**config.mk**
```make
export PLATFORM = sky130hd
export DESIGN_NAME = uart_tx_framer
export DESIGN_NICKNAME = d
export VERILOG_FILES = /design/src/rtl/sort_uart_pkg.sv /design/src/rtl/frame_chk.sv /design/src/rtl/uart_tx_framer.sv
export SDC_FILE = /design/constraint.sdc
export NUM_CORES = 1
export LEC_CHECK = 0
export CORE_MARGIN = 1.5
export CORE_UTILIZATION = 57
export DETAILED_ROUTE_END_ITERATION = 10
export PLACE_DENSITY = 0.86
export SETUP_SLACK_MARGIN = 0.02
export SKIP_CTS_REPAIR_TIMING = 1
export SLEW_MARGIN = 20
export SYNTH_ARGS = -nofsm -noshare
export SYNTH_HDL_FRONTEND = slang
export SYNTH_SLANG_ARGS = --single-unit
```
**constraint.sdc**
```tcl
create_clock -name clk -period 12.61 [get_ports clk]
set_input_delay 2.522 -clock clk [delete_from_list [all_inputs] [get_ports clk]]
set_output_delay 2.522 -clock clk [all_outputs]
set_load 0.01 [all_outputs]
```
**src/rtl/sort_uart_pkg.sv**
```systemverilog
// Shared types and helpers for the sort -> UART framing path.
// Holds the framer state encoding and the CRC-8 (poly 0x07) byte step.
package sort_uart_pkg;

    localparam logic [7:0] SOF_DEFAULT = 8'hA5;

    typedef enum logic [2:0] {
        IDLE,
        LOAD,
        START,
        WAIT_HI,
        WAIT_LO,
        DONE
    } framer_state_t;

    // MSB-first, no reflection, no final XOR.
    function automatic logic [7:0] crc8_step(input logic [7:0] crc, input logic [7:0] data);
        logic [7:0] c;
        c = crc ^ data;
        for (int unsigned i = 0; i < 8; i++) begin
            c = c[7] ? ((c << 1) ^ 8'h07) : (c << 1);
        end
        return c;
    endfunction

endpackage

```
**src/rtl/frame_chk.sv**
```systemverilog
// Frame check accumulator: two's-complement sum by default,
// CRC-8 when UART_TX_FRAMER_CRC8_EN is defined.
module frame_chk
    import sort_uart_pkg::*;
(
    input  logic       i_clk,
    input  logic       i_rst_n,
    input  logic       i_clr,
    input  logic       i_en,
    input  logic [7:0] i_data,
    output logic [7:0] o_chk
);

    logic [7:0] r_acc;
    logic [7:0] w_acc_nxt;

    always_ff @(posedge i_clk or negedge i_rst_n) begin
        if (!i_rst_n) begin
            r_acc <= '0;
        end else if (i_clr) begin
            r_acc <= '0;
        end else if (i_en) begin
            r_acc <= w_acc_nxt;
        end
    end

`ifdef UART_TX_FRAMER_CRC8_EN
    assign w_acc_nxt = crc8_step(r_acc, i_data);
    assign o_chk     = r_acc;
`else
    // Negated sum makes the receiver's running sum land on zero.
    assign w_acc_nxt = r_acc + i_data;
    assign o_chk     = ~r_acc + 8'd1;
`endif

endmodule

```
**src/rtl/uart_tx_framer.sv**
```systemverilog
// Frames one captured sorted array as SOF, SEQ, LEN, payload, CHK for uart_tx.
// CHK is a negated sum, or CRC-8 when UART_TX_FRAMER_CRC8_EN is defined.
module uart_tx_framer
    import sort_uart_pkg::*;
#(
    parameter int unsigned WIDTH   = 32,
    parameter int unsigned DEPTH   = 8,
    parameter logic [7:0]  SOF     = SOF_DEFAULT,
    parameter int unsigned BUSY_TO = 4
) (
    input  logic                        clk,
    input  logic                        rst,
    input  logic                        valid_in,
    input  logic [DEPTH-1:0][WIDTH-1:0] array_in,
    output logic                        ready_out,
    input  logic                        tx_busy,
    output logic [7:0]                  byte_out,
    output logic                        start_out,
    output logic                        frame_done,
    output logic                        drop
);

    localparam int unsigned BPE   = WIDTH / 8;
    localparam int unsigned NB    = WIDTH * DEPTH / 8;
    localparam int unsigned LAST  = NB + 3;
    localparam int unsigned IDX_W = $clog2(NB + 4);
    localparam int unsigned TO_W  = (BUSY_TO > 1) ? $clog2(BUSY_TO) : 1;

    framer_state_t               r_state;
    framer_state_t               w_state_nxt;

    logic [DEPTH-1:0][WIDTH-1:0] r_shadow;
    logic [IDX_W-1:0]            r_idx;
    logic [TO_W-1:0]             r_to_cnt;
    logic [7:0]                  r_seq;
    logic [7:0]                  r_byte;
    logic                        r_start;
    logic                        r_done;
    logic                        r_drop;
    logic                        r_ready;

    logic                        w_capture;
    logic                        w_last;
    logic                        w_to_expired;
    logic                        w_start_set;
    logic                        w_done_set;
    logic                        w_idx_inc;
    logic                        w_chk_en;
    logic [7:0]                  w_chk;
    logic [7:0]                  w_pay_sel;
    logic [7:0]                  w_sel_byte;
    logic [7:0]                  w_pay [NB];

    assign w_capture    = valid_in & r_ready;
    assign w_last       = (r_idx == IDX_W'(LAST));
    assign w_to_expired = (r_to_cnt == TO_W'(BUSY_TO - 1));

    // Flatten the shadow into a byte stream: element 0 first, MSB byte first.
    for (genvar e = 0; e < DEPTH; e++) begin : g_el
        for (genvar b = 0; b < BPE; b++) begin : g_by
            assign w_pay[e*BPE + b] = r_shadow[e][WIDTH-1-8*b -: 8];
        end
    end

    always_comb begin
        w_pay_sel = '0;
        for (int unsigned k = 0; k < NB; k++) begin
            if (r_idx == IDX_W'(k + 3)) begin
                w_pay_sel = w_pay[k];
            end
        end
    end

    always_comb begin
        if (r_idx == '0) begin
            w_sel_byte = SOF;
        end else if (r_idx == IDX_W'(1)) begin
            w_sel_byte = r_seq;
        end else if (r_idx == IDX_W'(2)) begin
            w_sel_byte = 8'(NB);
        end else if (w_last) begin
            w_sel_byte = w_chk;
        end else begin
            w_sel_byte = w_pay_sel;
        end
    end

    // SOF and the CHK byte itself stay out of the accumulator.
    assign w_chk_en = (r_state == LOAD) && (r_idx != '0) && !w_last;

    frame_chk u_chk (
        .i_clk   (clk),
        .i_rst_n (rst),
        .i_clr   (w_capture),
        .i_en    (w_chk_en),
        .i_data  (w_sel_byte),
        .o_chk   (w_chk)
    );

    always_ff @(posedge clk or negedge rst) begin
        if (!rst) begin
            r_state <= IDLE;
        end else begin
            r_state <= w_state_nxt;
        end
    end

    always_comb begin
        w_state_nxt = r_state;
        w_start_set = 1'b0;
        w_done_set  = 1'b0;
        w_idx_inc   = 1'b0;
        unique case (r_state)
            IDLE: begin
                if (w_capture) begin
                    w_state_nxt = LOAD;
                end
            end
            LOAD: begin
                w_state_nxt = START;
            end
            START: begin
                if (!tx_busy) begin
                    w_start_set = 1'b1;
                    w_state_nxt = WAIT_HI;
                end
            end
            WAIT_HI: begin
                // A uart_tx that never raises busy still lets the frame progress.
                if (tx_busy || w_to_expired) begin
                    w_state_nxt = WAIT_LO;
                end
            end
            WAIT_LO: begin
                if (!tx_busy) begin
                    if (w_last) begin
                        w_state_nxt = DONE;
                    end else begin
                        w_idx_inc   = 1'b1;
                        w_state_nxt = LOAD;
                    end
                end
            end
            DONE: begin
                w_done_set  = 1'b1;
                w_state_nxt = IDLE;
            end
            default: begin
                w_state_nxt = IDLE;
            end
        endcase
    end

    always_ff @(posedge clk or negedge rst) begin
        if (!rst) begin
            r_shadow <= '0;
            r_idx    <= '0;
            r_to_cnt <= '0;
            r_seq    <= '0;
            r_byte   <= '0;
            r_start  <= 1'b0;
            r_done   <= 1'b0;
            r_drop   <= 1'b0;
            r_ready  <= 1'b1;
        end else begin
            r_start <= w_start_set;
            r_done  <= w_done_set;
            r_drop  <= valid_in & ~r_ready;

            if (w_capture) begin
                r_shadow <= array_in;
                r_ready  <= 1'b0;
            end else if (r_state == DONE) begin
                r_ready <= 1'b1;
                r_seq   <= r_seq + 8'd1;
            end

            if (w_capture) begin
                r_idx <= '0;
            end else if (w_idx_inc) begin
                r_idx <= r_idx + IDX_W'(1);
            end

            if (r_state == LOAD) begin
                r_byte <= w_sel_byte;
            end

            if (r_state != WAIT_HI) begin
                r_to_cnt <= '0;
            end else begin
                r_to_cnt <= r_to_cnt + TO_W'(1);
            end
        end
    end

    assign ready_out  = r_ready;
    assign byte_out   = r_byte;
    assign start_out  = r_start;
    assign frame_done = r_done;
    assign drop       = r_drop;

endmodule

```
* Word-level counts from Yosys, hierarchy flattened
Index checks and enable logic that the tools add are counted.
** Operators by class
- Eq/ne operators :: 46
- Add/sub/neg operators :: 5
- Bitwise gates (word level) :: 5
- Reductions and logical operators :: 12
- Mux-type cells :: 55
** Operators with widths (number)
- two-way mux 8 bit :: 38
- equality test 6 x 5 -> 1 bit (second input constant) :: 16
- equality test 6 x 4 -> 1 bit (second input constant) :: 8
- equality test 6 x 3 -> 1 bit (second input constant) :: 4
- equality test 6 bit (second input constant) :: 4
- adder 8 x 1 -> 8 bit (second input constant) :: 2
- two-way mux 3 bit :: 5
- one-hot mux 3 bit (5 select lines) :: 1
- equality test 6 x 2 -> 1 bit (second input constant) :: 2
- two-way mux 6 bit :: 2
- adder 8 bit :: 1
- two-way mux 1 bit :: 8
- inverter 8 bit :: 1
- adder 6 x 1 -> 6 bit (second input constant) :: 1
- equality test 3 x 2 -> 1 bit (second input constant) :: 2
- equality test 3 bit (second input constant) :: 2
- equality test 6 x 1 -> 1 bit (second input constant) :: 1
- zero test 6 bit :: 1
- != test 2 bit (second input constant) :: 3
- nonzero test 2 bit :: 3
- nonzero test 6 bit :: 1
- AND reduction 4 bit :: 1
- equality test 3 x 1 -> 1 bit (second input constant) :: 1
- zero test 3 bit :: 1
- 11 further kinds :: 14
** Storage, ports and cells
- Register bits :: 295
- Word-level logic and storage cells :: 141

* Logic depth before layout (Yosys ltp)
Gate-level depths: netlist of the first run.
- Depth in word-level cells :: 40
- Mapped depth :: 26

* By module
Synthesis of the first run repeated with hierarchy kept, for this count alone.
** Unflattened totals
- Cells, all modules :: 1845
- Area total of the unflattened synthesis :: 15173.3 um2
** By module, submodules not included
- uart_tx_framer :: cells an instance 1760, times used 1, area an instance 14362.5 um2, sequential area each 7183.1 um2
- frame_chk :: cells an instance 85, times used 1, area an instance 810.8 um2, sequential area each 200.2 um2

* Worst setup path before layout of the first run
OpenSTA, ideal clock, no wires.
- Path type :: register -> register
- Start :: register r_idx[1]
- End :: register u_chk.r_acc[7]
- Path slack :: 8470 ps
- Period minus slack after synthesis :: 4140 ps
- Path buffers :: 4
- Data arrival time :: 4062 ps
- Stages on the path, launching flop included :: 25
- Cell sequence :: dfrtp_1 -> inv_1 -> ha_1 -> buf_2 -> clkbuf_1 -> buf_1 -> clkbuf_1 -> nand2_1 -> nand2_1 -> nand2_1 -> a211o_1 -> a21oi_1 -> o21ai_0 -> a21o_1 -> inv_1 -> ha_1 -> a21o_1 -> a21oi_1 -> o21ai_0 -> o21ai_0 -> nand2b_1 -> a21oi_1 -> xor2_1 -> or3_1 -> a21oi_1
** On the way
- Cells in the longest elaborated chain, start to end :: 40
** Ends and longest elaborated chain
- start, declared :: RTL line uart_tx_framer.sv:33 : logic [IDX_W-1:0] r_idx;
- start signal, assigned :: RTL line uart_tx_framer.sv:181 : r_idx <= r_idx + IDX_W'(1);
- equality test 6 x 2 -> 1 bit :: RTL line uart_tx_framer.sv:68 : if (r_idx == IDX_W'(k + 3)) begin
- two-way mux 8 bit (32 in a row) :: RTL line uart_tx_framer.sv:68
- two-way mux 8 bit :: RTL line uart_tx_framer.sv:81 : end else if (w_last) begin
- two-way mux 8 bit :: RTL line uart_tx_framer.sv:79 : end else if (r_idx == IDX_W'(2)) begin
- two-way mux 8 bit :: RTL line uart_tx_framer.sv:77 : end else if (r_idx == IDX_W'(1)) begin
- two-way mux 8 bit (*) :: RTL line uart_tx_framer.sv:75 : if (r_idx == '0) begin
- named net u_chk.i_data[1] :: RTL line frame_chk.sv:10 : input logic [7:0] i_data,
- adder 8 bit (*) :: RTL line frame_chk.sv:32 : assign w_acc_nxt = r_acc + i_data;
- two-way mux 8 bit (*) :: RTL line frame_chk.sv:22 : end else if (i_en) begin
- two-way mux 8 bit (*) :: RTL line frame_chk.sv:20 : end else if (i_clr) begin
- end signal, assigned :: RTL line frame_chk.sv:23 : r_acc <= w_acc_nxt;
- end, declared :: RTL line frame_chk.sv:14 : logic [7:0] r_acc;
Mark *: on every way through the listed nets, which the timed path passes. The rest lies on a longest branch. The select of a mux whose other input is x is not followed.
A chain may end at the register's enable or synchronous reset.

* Final worst setup path of the first run
Same ends and word-level chain as after synthesis.

==> impl_results.md, run 1 <==
- Status: finished clean
- Most frequent cell on the critical path: a21oi_1
- Avg Cell Area, Syn: 7.973 sq um
- Max cap viols: 0
- # diodes: 0
- FF/Latch Area: 7383 sq um
- Syn Inst Count: 1865
- Crit path launch type: flip-flop
- CTS max path bufs: 3
- Worst path bufs/invs: 3
- WP data arrival: 6.18 ns
- Synth Cell Area: around 15000 sq um
- Nature of the critical path endpoint: flip-flop
- Htree depth: 1
- Worst Tran Pin Value: between 1 and 1.5 ns
- Footprint of the multi-input gates: 6943 sq um
- CP max-delay cell: ha_1
- Detailed-route via count: 14460
- Part of the cycle the worst path needs: 0.4525
- Req. time, crit path: 13.08 ns
- Vias in the first global route: 14210
- Total GRT Usage: 0.3635
- Top-count cell post-synth: nand2_1
- Initial DRC count: 2051
- CP cell instances: inv_1 > ha_1 > buf_4 > inv_1 > o22ai_1 > a21o_1 > o211ai_1 > a221oi_1 > or4_1 > nand4_1 > a2111oi_1 > o31ai_2 > ha_1 > a21oi_1 > o21ai_0 > o21ai_0 > nand2b_1 > a21oi_1 > xor2_1 > or3_1 > a21oi_1
- RePlAce Congestion: 0.9489
- Clk root buf: clkbuf_16
- DRT antenna net count: 0
- Die Width: 164.5 um
- Largest net degree at the start of global routing: 138
- Slew HR: 0.3090
- GRT overflow: 0
- Clock Sinks: 295
- Port bufs: 271
- Tmin final: roughly 5.7 ns
- Cell taking the most area after synthesis: dfrtp_1
- Placeable core region: 25400 sq um
- Fmax: 175.2 MHz
- Synth cell count leaders: 871 x nand2_1, 294 x dfrtp_1, 98 x clkbuf_1
- Final HPWL DP: 34.64 mm
- First-pass GRT wire length: about 76 mm
- Post-synth net total: 2140
- CP Class: flip-flop to flip-flop
- Initial antenna violation count: 0
- Final Net Count: 2339
- Crit path to: u_chk.r_acc[7]
- DP Worst Slack: 7.055 ns
- Clock transition at path regs: roughly 0.07 ns
- CTS tree: built
- Critical path depth: 21
- Seq/Total Area, Yosys: 0.4965
- WL final: between 40 and 50 mm
- Synth unique cells: 75
- Final setup violation count: 0
- Clock skew: 0.01104 ns
- Reg2Reg Setup Slack: 6.90 ns
- Vias per std cell: 5.987
- Static Leakage: 0.009006 uW
- CP peak stage delay: 0.66 ns
- Initial Utilization: 0.5854
- # DRC: 0
- Ys flop type: dfrtp_1
- Top post-synthesis cells by area: dfrtp_1 49%, nand2_1 22%, clkbuf_1 2.5%
- Unrepaired setup endpoints after global routing: false
- Synth Warn #: 0
- Critical Path Source: r_idx[1]
- Async SR Flop Fraction: 1.000
- IO Pins: 272
- Max-slew violation count: 0
- Post-synth EDFFs: 0
- Synth top area share: 0.4948
- Die ar.: 27060 sq um
- Final worst slack: 6.904 ns
- Row count: 58
- Pwr/cell area: 208.5 nW/um^2
- Area growth from synthesis to final layout: 25.92%
- Fillers: 1865
- FF+latch count, synth: about 300
- Drt first pass iters: 6
- Worst hold path class: flip-flop to flip-flop
- CP delay by family, top: compound AO/OA/AOI/OAI gates
- Final Hold Fails: 0
- WL per Instance: 20.16 um
- Die Y: between 150 and 200 um
- Reg2reg end: u_chk.r_acc[7]
- Clock Latency Late Sink: 0.56 ns
- Share of cells above drive strength 1: 0.04027
- RR Startpoint: r_idx[1]
- FF-to-FF path depth: 21
- CTS buffer count: 29
- Total negative slack: 0 ns
- Largest fanout on the critical path: 27
- Peak VDD IR: ~140 uV
[worst min-delay path by stage]
| stage | startpoint | to | cells after the start | slack [ns] |
|---|---|---|---|---|
| floorplan | r_to_cnt[0] | r_to_cnt[0] | 1 | 0.41 |
| finish | r_to_cnt[0] | r_to_cnt[0] | 1 | 0.45 |
| detailed placement | r_to_cnt[0] | r_to_cnt[0] | 1 | 0.45 |
| global placement | r_to_cnt[0] | r_to_cnt[0] | 1 | 0.42 |
| CTS | r_to_cnt[0] | r_to_cnt[0] | 1 | 0.46 |
| global route | r_shadow[115] | r_shadow[115] | 2 | 0.49 |
[layout make-up]
cell class                 count  share of cell area
timing repair buffer         287              0.1530
clock inverter                13             0.01196
multi-input combinational   1433              0.3708
clock buffer                  40             0.04417
tap                          330             0.02205
sequential                   295              0.3943
inverter                      18            0.003609
[state kept, by name, indices dropped and copies added (netlist names)]
register,cells
r_state,3
frame_done,1
r_shadow,256
r_seq,8
byte_out,8
drop,1
u_chk.r_acc,8
r_idx,6
r_to_cnt,2
ready_out,1
start_out,1
[metal layers]
| metal | routed length, um | share of wire | up-vias | GRT usage |
|---|---|---|---|---|
| li1 | - | - | 6592 | - |
| met1 | 19730 | 0.41 | 6840 | 0.4950 |
| met2 | 22040 | 0.45 | 871 | 0.5746 |
| met3 | 4934 | 0.10 | 161 | 0.08112 |
| met4 | 1993 | 0.041 | 0 | 0.1310 |
| met5 | 0 | 0 | - | 0 |
[stage by stage]
step | total power, uW | hold slack, ns | instances | util | cell area (sq um)
floorplan | 2382 | 0.4068 | 1865 | - | 14870
global placement | 2823 | 0.4191 | 2362 | 0.6944 | 17640
detailed placement | 2892 | 0.4504 | 2362 | 0.6944 | 17640
CTS | 3865 | 0.4585 | 2415 | 0.7358 | 18690
global route | 4109 | 0.4918 | 2416 | 0.7371 | 18720
finish | 3904 | 0.4531 | 2416 | 0.7371 | 18720
[layout by cell type (no fill, tap or decap), types with 4 or more instances in the layout]
cell             synthesis  final
nor2_1                  74     74
a211oi_1                 6      6
nor4_1                   5      5
a21oi_1                 66     66
clkdlybuf4s50_1          0    270
clkbuf_16                0     29
o22ai_1                 32     32
inv_1                   17     17
xnor2_1                 13     13
bufinv_16                0      6
nor2b_1                 11     11
nand4_1                 14     14
a32oi_1                  4      4
a22oi_1                 20     20
a221o_1                  6      6
o211ai_1                14     14
ha_1                    14     14
and3_1                  10     10
nand3_1                 31     31
clkbuf_8                 0      6
clkbuf_1                98      5
nand3b_1                 5      5
nand2_1                871    870
clkinv_2                 0      4
mux2_2                   6      6
o221ai_1                16     16
a31oi_1                 12     12
xor2_1                   8      8
a21o_1                   5      5
a221oi_1                13     13
dfrtp_1                294    294
and2_1                  17     16
nand2b_1                 4      4
and2_0                   4      4
buf_4                    3     13
a2111oi_0                7      7
nor3_1                  15     15
o21ai_0                 69     69
[where the power goes]
part | switching, uW | leakage, uW | internal (uW)
logic | 672 | 0.00478 | 463
registers | 411 | 0.00372 | 1400
clock network | 377 | 0.000511 | 580
[kinds of logic after synthesis]
kind of cell / synth area share
muxes: 0.006563
and+or+nand+nor: 0.3005
adders and majority gates: 0.01313
buffers and inverters: 0.03719
AOI/OAI and AO/OA: 0.1337
DFF: 0.4966
xor gates and xnor gates: 0.01237
Power figures use the tool's default switching activity.
==> run 2: changes to the inputs <==
--- a/config.mk
+++ b/config.mk
@@ -6,9 +6,9 @@
 export NUM_CORES = 1
 export LEC_CHECK = 0
 export CORE_MARGIN = 1.5
-export CORE_UTILIZATION = 57
+export CORE_UTILIZATION = 53
 export DETAILED_ROUTE_END_ITERATION = 10
-export PLACE_DENSITY = 0.86
+export PLACE_DENSITY = 0.81
 export SETUP_SLACK_MARGIN = 0.02
 export SKIP_CTS_REPAIR_TIMING = 1
 export SLEW_MARGIN = 20
==> constraint.sdc (replaced) <==
create_clock -name clk -period 5.91 [get_ports clk]
set_input_delay 1.182 -clock clk [delete_from_list [all_inputs] [get_ports clk]]
set_output_delay 1.182 -clock clk [all_outputs]
set_load 0.01 [all_outputs]
==> impl_results.md, run 2 (synthesis gave the netlist of run 1 again) <==
- Clk root buf: clkbuf_16
- CP Class: flip-flop to flip-flop
- CP peak stage delay: 0.86 ns
- Htree depth: 1
- Hold_ws: 0.4386 ns
- Initial antenna violation count: 0
- Footprint of the multi-input gates: ~6900 sq um
- Placed Cells: 2411
- Port bufs: 271
- Crit path launch type: flip-flop
- Largest fanout on the critical path: 25
- CTS tree: built
- Clock skew: around 0.016 ns
- CP max-delay cell: dfrtp_1
- Clock transition at path regs: 0.07 ns
- Vias in the first global route: 13780
- Final Hold Fails: 0
- WP data arrival: 5.87 ns
- Initial Utilization: 0.5367
- WL per Instance: 19.29 um
- IO Pins: 272
- Die Width: 170.5 um
- Tmin final: 5.391 ns
- Initial DRC count: 2039
- Hold path start: r_to_cnt[0]
- Most common cell after layout, fill and taps aside: nand2_1
- WL final: about 48 mm
- Static Leakage: 0.009032 uW
- Max-slew violation count: 0
- Detailed-route via count: 14320
- Unrepaired setup endpoints after global routing: false
- Peak VDD IR: 254.2 uV
- Clock Latency Late Sink: 0.56 ns
- Total GRT Usage: 0.3300
- Final HPWL DP: 34.58 mm
- Fmax: 185.5 MHz
- Critical Path Source: r_idx[2]
- Share of cells above drive strength 1: 0.04167
- FF/Latch Area: 7383 sq um
- Pwr/cell area: 442.1 nW/um^2
- CTS max path bufs: 3
- Largest register FFs: roughly 260
- Max cap viols: 0
- Final Net Count: 2340
- Total negative slack: 0 ns
- Die Y: about 170 um
- # diodes: 0
- # DRC: 0
- GRT overflow: 0
- First-pass GRT wire length: 74.70 mm
- Slew HR: 0.05814
- Fillers: about 2300
- Area growth from synthesis to final layout: 26.63%
- Design Power: 8324 uW
- Part of the cycle the worst path needs: 0.9122
- DRT antenna net count: 0
- Largest net degree at the start of global routing: 254
- Biggest register: r_shadow
- Status: finished clean
- Finished Layout Cells: ~2500
- Placeable core region: 27710 sq um
- Final setup violation count: 0
- Commonest non-fill, non-tap cells in the layout: 870 x nand2_1, 294 x dfrtp_1, 270 x clkdlybuf4s50_1
- Clock Sinks: about 300
- CP cell instances: nor2_1 > buf_4 > nand4b_1 > o21ai_0 > nor3_1 > o2111ai_1 > a2111oi_0 > a21oi_1 > nor2_1 > ha_1 > nand2_1 > o21ai_0 > o21ai_0 > nand2b_1 > a21oi_1 > xor2_1 > or3_1 > a21oi_1
- CTS buffer count: 30
- RePlAce Congestion: just under 1
- Worst hold path class: flip-flop to flip-flop
- Worst Tran Pin Value: 1.413 ns
- Row count: 61
- Die ar.: 29070 sq um
- Nature of the critical path endpoint: flip-flop
- Drt first pass iters: 5
- Vias per std cell: 5.808
- Req. time, crit path: 6.38 ns
- RR Startpoint: r_idx[2]
[run 2: cell type report]
type                    instances  share of cell area
repair buffers                287              0.1534
inverters                      18            0.003588
clock inverters                14             0.01070
clock buffers                  41             0.04638
flip-flops and latches        295              0.3921
multi-input cells            1433              0.3687
well taps                     378             0.02512
[run 2: worst max-delay path, delay by kind of cell (launching register included)]
kind | cells | cell delay [ns]
flip-flops | 1 | 0.86
adder cells (fa/ha/maj) | 1 | 0.27
AO/OA/AOI/OAI | 8 | 1.94
buffers and inverters | 1 | 0.29
XOR/XNOR | 1 | 0.09
AND/OR/NAND/NOR | 7 | 1.82
[run 2: per-stage QoR]
step	cell area [sq um]	utilization	setup slack, ns
5_1_grt	18830	0.6796	0.08553
6_report	18830	0.6796	0.5187
2_1_floorplan	14870	-	1.770
3_5_place_dp	17750	0.6408	0.6522
4_1_cts	18830	0.6796	0.6123
3_3_place_gp	17750	0.6408	0.7935
[run 2: worst paths after layout]
check                                      end  slack, ns  cells past startpoint
worst min-delay path               r_to_cnt[0]       0.44                      1
worst max-delay path            u_chk.r_acc[7]       0.52                     18
worst max register to register  u_chk.r_acc[7]       0.52                     18
max in group asynchronous        r_shadow[174]       3.91                      2
min in group asynchronous          r_shadow[7]       0.60                      1
worst min register to register     r_to_cnt[0]       0.44                      1
[run 2: power by group]
| part | internal, uW | switching, uW |
|---|---|---|
| combinational | 1000 | 1410 |
| sequential | 2990 | 870 |
| clock | 1250 | 800 |
| total | 5240 | 3080 |
[run 2: per-layer routing]
layer / track usage / vias up / wire length, um
met5: 0 / - / 0
met4: 0.09850 / 0 / 1398
met3: 0.05297 / 121 / 3887
met2: 0.5223 / 701 / 21550
met1: 0.4695 / 6885 / 20740
li1: - / 6615 / -
==> run 3: changes to the inputs <==
--- a/config.mk
+++ b/config.mk
@@ -11,7 +11,6 @@
 export PLACE_DENSITY = 0.81
 export SETUP_SLACK_MARGIN = 0.02
 export SKIP_CTS_REPAIR_TIMING = 1
-export SLEW_MARGIN = 20
 export SYNTH_ARGS = -nofsm -noshare
 export SYNTH_HDL_FRONTEND = slang
 export SYNTH_SLANG_ARGS = --single-unit
==> results of run 3 <==
No change in the layout: final DEF, timing and power equal those of run 2.
